**config.mk**
```make
export PLATFORM = sky130hd
export DESIGN_NAME = csr_counters
export DESIGN_NICKNAME = d
export VERILOG_FILES = /design/src/rtl/csr_counters.sv
export SDC_FILE = /design/constraint.sdc
export NUM_CORES = 1
export LEC_CHECK = 0
export CAP_MARGIN = 20
export CORE_MARGIN = 3
export CORE_UTILIZATION = 59
export CTS_CLUSTER_SIZE = 20
export DETAILED_ROUTE_END_ITERATION = 6
export GPL_TIMING_DRIVEN = 0
export PLACE_DENSITY = 0.82
export SLEW_MARGIN = 20
export SYNTH_ARGS = -nofsm -noshare
export SYNTH_HDL_FRONTEND = slang
export SYNTH_SLANG_ARGS = --single-unit
```
**constraint.sdc**
```tcl
create_clock -name i_clk -period 3.4 [get_ports i_clk]
set_input_delay 0.68 -clock i_clk [delete_from_list [all_inputs] [get_ports i_clk]]
set_output_delay 0.68 -clock i_clk [all_outputs]
set_load 0.02 [all_outputs]
```
**src/rtl/csr_counters.sv**
```systemverilog
// Read-only counter CSR responder: 64-bit cycle/time/instret counters with a
// combinational CSR read port and a debug preload port.
module csr_counters #(
  parameter int unsigned TIME_DIV = 1,
  parameter logic [31:0] HART_ID  = 32'd0
) (
  input  logic        i_clk,
  input  logic        i_rst_n,
  input  logic [11:0] i_csr_id,
  output logic [31:0] o_csr_data,
  output logic        o_csr_valid,
  input  logic        i_instr_retired,
  input  logic        i_dbg_load,
  input  logic [1:0]  i_dbg_sel,
  input  logic [63:0] i_dbg_value
);

  localparam int PW = $clog2(TIME_DIV) + 1;
  localparam logic [PW-1:0] PS_LAST = PW'(TIME_DIV - 1);

  logic [63:0]   cycle_q, cycle_d;
  logic [63:0]   time_q, time_d;
  logic [63:0]   instret_q, instret_d;
  logic [PW-1:0] prescale_q, prescale_d;
  logic          time_tick;

  // Loads override the increment of the selected counter only.
  always_comb begin
    time_tick  = (prescale_q == PS_LAST);
    cycle_d    = cycle_q + 64'd1;
    instret_d  = i_instr_retired ? instret_q + 64'd1 : instret_q;
    time_d     = time_tick ? time_q + 64'd1 : time_q;
    prescale_d = time_tick ? '0 : prescale_q + PW'(1);
    if (i_dbg_load) begin
      case (i_dbg_sel)
        2'd0: cycle_d = i_dbg_value;
        2'd1: begin
          time_d     = i_dbg_value;
          prescale_d = '0;
        end
        2'd2: instret_d = i_dbg_value;
        default: ;
      endcase
    end
  end

  always_ff @(posedge i_clk or negedge i_rst_n) begin
    if (!i_rst_n) begin
      cycle_q    <= '0;
      time_q     <= '0;
      instret_q  <= '0;
      prescale_q <= '0;
    end else begin
      cycle_q    <= cycle_d;
      time_q     <= time_d;
      instret_q  <= instret_d;
      prescale_q <= prescale_d;
    end
  end

  // Zero-latency read mux; unimplemented addresses read as 0 and invalid.
  always_comb begin
    o_csr_data  = 32'd0;
    o_csr_valid = 1'b0;
    case (i_csr_id)
      12'hC00, 12'hB00: begin
        o_csr_data  = cycle_q[31:0];
        o_csr_valid = 1'b1;
      end
      12'hC80, 12'hB80: begin
        o_csr_data  = cycle_q[63:32];
        o_csr_valid = 1'b1;
      end
      12'hC01: begin
        o_csr_data  = time_q[31:0];
        o_csr_valid = 1'b1;
      end
      12'hC81: begin
        o_csr_data  = time_q[63:32];
        o_csr_valid = 1'b1;
      end
      12'hC02, 12'hB02: begin
        o_csr_data  = instret_q[31:0];
        o_csr_valid = 1'b1;
      end
      12'hC82, 12'hB82: begin
        o_csr_data  = instret_q[63:32];
        o_csr_valid = 1'b1;
      end
      12'hF14: begin
        o_csr_data  = HART_ID;
        o_csr_valid = 1'b1;
      end
      12'hF11, 12'hF12, 12'hF13: o_csr_valid = 1'b1;
      default: ;
    endcase
  end

endmodule
```
### After elaboration in Yosys (flattened, before gate mapping)

Cells that the tools add are included.

* flip-flop bits (word level): 193
* bits of input ports: 82
* output and inout bits: 33
* logic and storage cells: 43

* add/sub/neg operators: 4
* equal/unequal tests: 16
* multiplexer cells: 13
* reduce and logical (&&, ||, !) cells: 6

Operators by type and width (count)
* $mux 64: 8
* $add 64x1->64 const B: 3
* $pmux 32 s6: 1
* $eq 12x12->1 const B: 14
* $reduce_or 14->1: 1
* $reduce_or 2->1: 4
* $mux 1: 4
* $eq 2x1->1 const B: 1
* $eq 2x2->1 const B: 1
* $logic_not 2->1: 1
* $add 1x1->1 const B: 1

### Logic depth before layout (Yosys ltp)

Gate-level depths: netlist of run 1.

* depth after elaboration: 4
* gate-level depth with buffers: 8
* gate-level depth less buffers: 7

### Least setup slack after synthesis of run 1

No wires, ideal clock.

* path type: input to output
* start: in i_csr_id[6]
* end: out o_csr_data[11]
* data arrival time: 2.538 ns
* required time: 2.720 ns
* path slack: 0.182 ns
* stages on the path: 7
* buffers on the path: 1
* cell sequence: or4b_2 -> nor3_1 -> o21a_1 -> nand3b_1 -> clkbuf_1 -> o22a_1 -> o21ai_0

* cells in the longest elaborated chain, start to end: 3
* elaborated cells between the ends (all ways): 15
* classes of those cells: eq/ne (10); mux (1); reduce/logical (4)

Ends and longest elaborated chain
* start: declaration: RTL line 9 `input logic [11:0] i_csr_id,`
* $eq 12x12->1: RTL line 65 `case (i_csr_id)`
* $reduce_or 2->1: RTL line 65
* $pmux 32 s6 *: RTL line 65
* end: declaration: RTL line 10 `output logic [31:0] o_csr_data,`

Every way passes the cells marked *; elsewhere a longest branch is shown, timed or not.

### Worst setup path after layout of run 1

* start: in i_csr_id[7]
* end: out o_csr_data[24]

Same word-level chain as after synthesis.

==> metrics, run 1 <==
Critical Path RT=2.72 ns; Compound-Gate Fraction of Synth Area=0.1135; vias in the first global route=11,762; Fin. Hold Viols=0; critical path class=in -> out; overall routing resource usage=0.4088; Layout area overhead=18.36%; post-synthesis mux area share=0.08507; unrepaired setup endpoints after global routing=yes; syn_nets=1,530; top cell type's share of synthesized area=0.3903; first drt pass iteration count=7; cell count along the critical path=6; share of power burned in registers=0.479; clk buf depth=2; fin nets=1,669; Initial Util=0.6045; Setup TNS=0 ns; Routed WL per cell=24.75 um; failing checks=DRC; xor and xnor area share after synthesis=0.1288; core area=20,360 um2; initial drt markers=1,378; CP Buf/Inv Count=3; CP max FO=10; CP delay by family, top=buffers and inverters; layout cells sized above 1=0.08391; VDD IR-drop max=0.3652 mV; Worst slew margin=0.2529; Seq cells post-synth=192; slowest CP cell=clkdlybuf4s15_1; internal power=0.004588 W; number of remaining DRC errors=1; Clock Skew=0.01037 ns; status=finished, violations left; f_max=295.6 MHz; Period Utilization, post-route=0.9950; commonest non-fill, non-tap cell in the layout=dfrtp_1; Die Height=150.5 um; cell taking the most area after synthesis=dfrtp_1; dpl cell area=13,840 um2; crit-path cells=clkbuf_1 -> clkdlybuf4s15_1 -> mux2i_1 -> o22a_1 -> o21ai_0 -> buf_2; cell depth of the worst flop-to-flop path=8; synthesized instance count=1,445; worst path arrival time=2.70 ns; CP max stage delay=0.84 ns; GR Overflow Total=0; number of fill cells=1,613; Vias/cell=6.581; Final Power=0.007208 W; clock latency on the worst-skew pair=0.45 ns; CTS Root Cell=clkbuf_16; Post-synth ARST share=1.000; Max-Cap Viols=0; area of the multi-input gates=7238 um2; Syn Area/Cell=8.519 um2; simple-gate share of the synthesized area=0.2491; FF+latch area=4805 um2; final WL=46,230 um; CTS tree=built; HP Class=in -> async; kind of start point of the critical path=input pin; leak pwr=5.604 nW; Syn Std Cell Area=12,310 um2; yosys warns=0; register area share after synthesis=0.3903; Synth area leaders=dfrtp_1, mux2i_1, xnor2_1; Comb pwr share=0.227; antenna-violating nets left=0; top_reg_cell synth=dfrtp_1; first-pass GRT wire length=69,000 um; Final Slew Violations=0; clock share of power=0.294; final setup violation count=0; Die X=150.5 um; initial antenna violation count=1; dpl hpwl=35,100 um; Rows=52; EDFF count, synth=0; num ports=115; switching pwr=0.002620 W; CTS Hold Bufs=0; number of distinct library cells after synthesis=46; adder-cell share of the synthesized area=0.003049; Switching Share=0.3635; post-route cell area=14,570 um2; Crit. End Element=output pin; Worst-Margin Slew=1.121 ns; Port Buf Inserts=112; routed vias=12,293; Final GP Congestion=1.092; Power Density=494.7 nW/um2; Tmin final=3.383 ns; CTS sink count=192; maximum number of pins on one net before global-route repair=85; largest family of logic cells by synthesized area=simple AND/OR/NAND/NOR gates; Inserted Clock Buffers=17; CTS H-tree lvls=4; highest-count cells in the layout ignoring fill and taps=dfrtp_1, nand2_1, nor2_1, o21ai_0, mux2i_1; full die area=22,640 um2; Reg clk slew, reported paths=0.08 ns
final timing paths:
check                      slack, ns        endpoint         from
max                             0.02  o_csr_data[24]  i_csr_id[7]
min                             0.12   instret_q[27]      i_rst_n
max reg2reg                     0.27     cycle_q[46]   cycle_q[0]
min reg2reg                     0.53      cycle_q[0]   cycle_q[0]
max in group asynchronous       2.49     cycle_q[14]      i_rst_n
min in group i_clk              0.53      cycle_q[0]   cycle_q[0]
final cells by class:
type	count	area share
antenna	1	0.0001717
buffer	74	0.02430
clock buffer	17	0.02920
clock inverter	15	0.01185
inverter	22	0.005668
multi-input combinational	1157	0.4968
sequential	192	0.3298
tap	270	0.02319
timing repair buffer	120	0.07909
power groups by stage:
stage               clock network [W]  logic [W]  registers [W]
floorplan                           0    0.00106        0.00325
global placement                    0    0.00150        0.00343
detailed placement                  0    0.00157        0.00344
CTS                           0.00210    0.00158        0.00341
global route                  0.00218    0.00177        0.00351
finish                        0.00212    0.00164        0.00345
registers in the layout (all words and copies together), names as in the netlist:
register	flops
time_q	64
instret_q	64
cycle_q	64
stage by stage:
step	utilization	hold WS [ns]	std cells	worst slack (ns)
6_report	0.7155	0.1199	1868	0.01690
3_5_place_dp	0.6797	0.5062	1829	-1.154
3_3_place_gp	0.6761	0.4888	1827	-6.502
2_1_floorplan	-	0.3844	1445	0.1824
4_1_cts	0.7117	0.1476	1866	0.01354
5_1_grt	0.7153	0.1536	1867	-0.00003753
logic make-up (layout without fill, tap and decap cells):
family          Yosys count  after routing
compound gates          251            251
xor+xnor                181            181
fa+ha+maj                 3              3
buf+inv                  96            248
flops                   192            192
mux                     104            104
other cells               0              1
simple gates            618            618
what timing repair did:
item,in CTS,in global routing
endpoints found under the hold margin,0,0
pin swaps,7,5
resized for setup,237,35
buffers inserted,3,0
setup endpoints to repair,33,33
cloned,2,0
cell usage after synthesis (all sizes together) (2+ instances only):
cell and n:
dfrtp 192, nand2 182, o21ai 132, nor2 131, mux2i 99, xnor2 95
xor2 86, a21oi 80, nand3 80, nand4 67, clkbuf 62, and3 36
nor3 34, o22a 32, nor4 30, inv 22, and4 17, buf 12
or3 7, or2 6, or4 6, and2 5, mux2 5, nor3b 5
nand3b 4, ha 3, nand4b 2, o21a 2, or3b 2
routing by layer:
layer	wire [um]	global-route usage	vias up
met5	0	0	-
met2	20220	0.6136	839
li1	-	-	5398
met4	2044	0.1770	0
met1	17740	0.5530	5923
met3	6227	0.1183	133
worst reg2reg max path, stage by stage (launching register included):
cell and delay [ns]:
dfrtp_1 0.41, ha_1 0.26, nand2_1 0.08, nor4_1 0.88, and4_1 0.33, clkbuf_1 0.35, nand4_1 0.23, o21a_1 0.22
o31a_1 0.28
No activity file was read; power rests on OpenSTA's default activity.
==> run 2, diff against run 1 <==
==> constraint.sdc (replaced) <==
create_clock -name i_clk -period 3.4 [get_ports i_clk]
set_input_delay 0.34 -clock i_clk [delete_from_list [all_inputs] [get_ports i_clk]]
set_output_delay 0.34 -clock i_clk [all_outputs]
set_load 0.02 [all_outputs]
==> run 2 against run 1 <==
  * The flow now finishes without violations
  * Clock power barely moved
  * Critical path depth did not move
  * Die area did not move
  * Critical path type unchanged
  * Register-to-register slack got worse by 0.03 ns
  * Total power fell by 0.47%
  * Largest power group unchanged
  * Non-clock buffer count fell by 4
  * Clock skew rose by 0.0019 ns
  * First-iteration DRC count rose by 8.7%
  * Fmax rose by 1.4%
==> metrics, run 2 (synthesized netlist as in run 1, its figures left out) <==
Die Height=150.5 um (unchanged); Tmin final=3.336 ns (-0.04733 ns); cell depth of the worst flop-to-flop path=8 (unchanged); CTS tree=built; Max-Cap Viols=0 (unchanged); initial drt markers=1,498 (+8.7%); final hold slack=0.3881 ns (+0.2683 ns); Die X=150.5 um (unchanged); Layout area overhead=16.67%; first-pass GRT wire length=68,570 um (-0.62%); antenna-violating nets left=0 (unchanged); maximum number of pins on one net before global-route repair=85 (unchanged); kind of start point of the critical path=input pin; vias in the first global route=11,717 (-0.38%); Routed WL per cell=24.64 um (-0.43%); critical path class=in -> out; Inserted Clock Buffers=17 (unchanged); initial antenna violation count=1 (unchanged); Vias/cell=6.563 (-0.27%); CTS H-tree lvls=4 (unchanged); CTS Root Cell=clkbuf_16; Clock Skew=0.01229 ns (+0.001916 ns); CP max FO=10 (unchanged); Crit. End Element=output pin; Port Buf Inserts=112 (unchanged); status=complete, no violations; VDD IR-drop max=0.3605 mV (-1.3%); unrepaired setup endpoints after global routing=no; dpl hpwl=35,100 um (unchanged); clk buf depth=2 (unchanged); pre-CTS worst setup slack=-0.4738 ns (+0.6800 ns); highest-count cells in the layout ignoring fill and taps=dfrtp_1, nand2_1, nor2_1, o21ai_0, mux2i_1; f_max=299.8 MHz (+1.4%); CTS sink count=192 (unchanged); leak pwr=5.507 nW (-1.7%); worst reg2reg endpoint=cycle_q[46]; Worst slew margin=0.2262 (-0.02667); layout cells sized above 1=0.05838 (-0.02553); Setup TNS=0 ns (unchanged); Final Slew Violations=0 (unchanged); R2R Setup Slk=0.24 ns (-0.03 ns); worst path arrival time=3.00 ns (+0.30 ns); Final GP Congestion=1.092 (unchanged); core area=20,360 um2 (unchanged); first drt pass iteration count=5 (-2); R2R Path Start=cycle_q[0]; Rows=52 (unchanged); Initial Util=0.6045 (unchanged); number of remaining DRC errors=0 (-1); full die area=22,640 um2 (unchanged); GR Overflow Total=0 (unchanged); HP Class=in -> async; biggest regs=cycle_q (64), instret_q (64), time_q (64); grt met1 use=0.5531 (about the same); met3 Use GR=0.1168 (-0.001505); overall routing resource usage=0.4064 (-0.002357); commonest non-fill, non-tap cell in the layout=dfrtp_1; routed vias=12,227 (-0.54%); clock latency on the worst-skew pair=0.45 ns (about the same); final setup violation count=0 (unchanged); post-layout util=0.7053 (-0.01020); Fin. Hold Viols=0 (unchanged); final WL=45,910 um (-0.70%); Top Usage Layer GRT=met2; crit path setup slack, layout=0.06423 ns (+0.04733 ns); Power Density=499.5 nW/um2 (+0.97%); num ports=115 (unchanged); Worst-Margin Slew=1.161 ns (+0.04000 ns); fin nets=1,665 (-0.24%); Period Utilization, post-route=0.9811 (-0.01392); Reg clk slew, reported paths=0.08 ns (about the same); Critical Path RT=3.06 ns (+0.34 ns); diode count=0 (-1); met2 GRT Util=0.6131 (about the same)
run 2: cell types whose count changed in the layout (fill, tap and decap cells not counted), sizes merged:
| cell | before | now |
|---|---|---|
| dlygate4sd2 | 1 | 7 |
| clkbuf | 81 | 103 |
| clkdlybuf4s50 | 75 | 79 |
| buf | 50 | 15 |
| diode | 1 | 0 |
| clkdlybuf4s15 | 4 | 1 |
| dlygate4sd3 | 0 | 1 |
| dlygate4sd1 | 0 | 1 |
run 2: critical path, stage by stage:
cell and delay (ns):
clkbuf_1 0.22, buf_1 0.84, clkbuf_1 0.76, mux2i_1 0.22
o21ai_0 0.23, dlygate4sd2_1 0.36
run 2: through the flow:
step	std cells	cell area (um2)	total power, W
finish	1863	14360	0.007174
global route	1863	14360	0.007454
CTS	1862	14430	0.007087
detailed placement	1829	13840	0.005008
global placement	1827	13770	0.004933
floorplan	1445	12310	0.004315
run 2: area by class of cell:
class | count | area [um2]
fill | 1631 | 6002
sequential | 192 | 4805
timing repair buffer | 116 | 1071
buffer | 74 | 305.3
multi-input combinational | 1157 | 7163
clock inverter | 15 | 172.7
inverter | 22 | 82.58
tap | 270 | 337.8
clock buffer | 17 | 425.4
run 2: how the worst max path moves through the flow:
stage | start | endpoint | cells past startpoint
5_1_grt | i_csr_id[6] | o_csr_data[3] | 9
3_3_place_gp | i_rst_n | cycle_q[6] | 1
3_5_place_dp | i_csr_id[6] | o_csr_data[21] | 9
2_1_floorplan | i_csr_id[6] | o_csr_data[11] | 7
4_1_cts | i_csr_id[6] | o_csr_data[21] | 9
6_report | i_csr_id[7] | o_csr_data[25] | 6
run 2: report_power, final:
part / switching, W / internal [W]
clock: 0.000992 / 0.00111
combinational: 0.000888 / 0.000734
sequential: 0.000706 / 0.00275
run 2: what timing repair did:
item | in CTS | in global routing
cloned | 0 | 0
resized for setup | 42 | 73
setup buffers | 0 | 0
hold buffers | 1 | 0
hold endpoints to repair | 47 | 0
setup endpoints to repair | 32 | 29
run 2: routing by layer:
metal  part of all wire  vias up  wire [um]
li1                   -     5390          -
met1               0.38     5902      17660
met5                  0        -          0
met3               0.14      138       6234
met2               0.44      797      20080
met4              0.042        0       1931
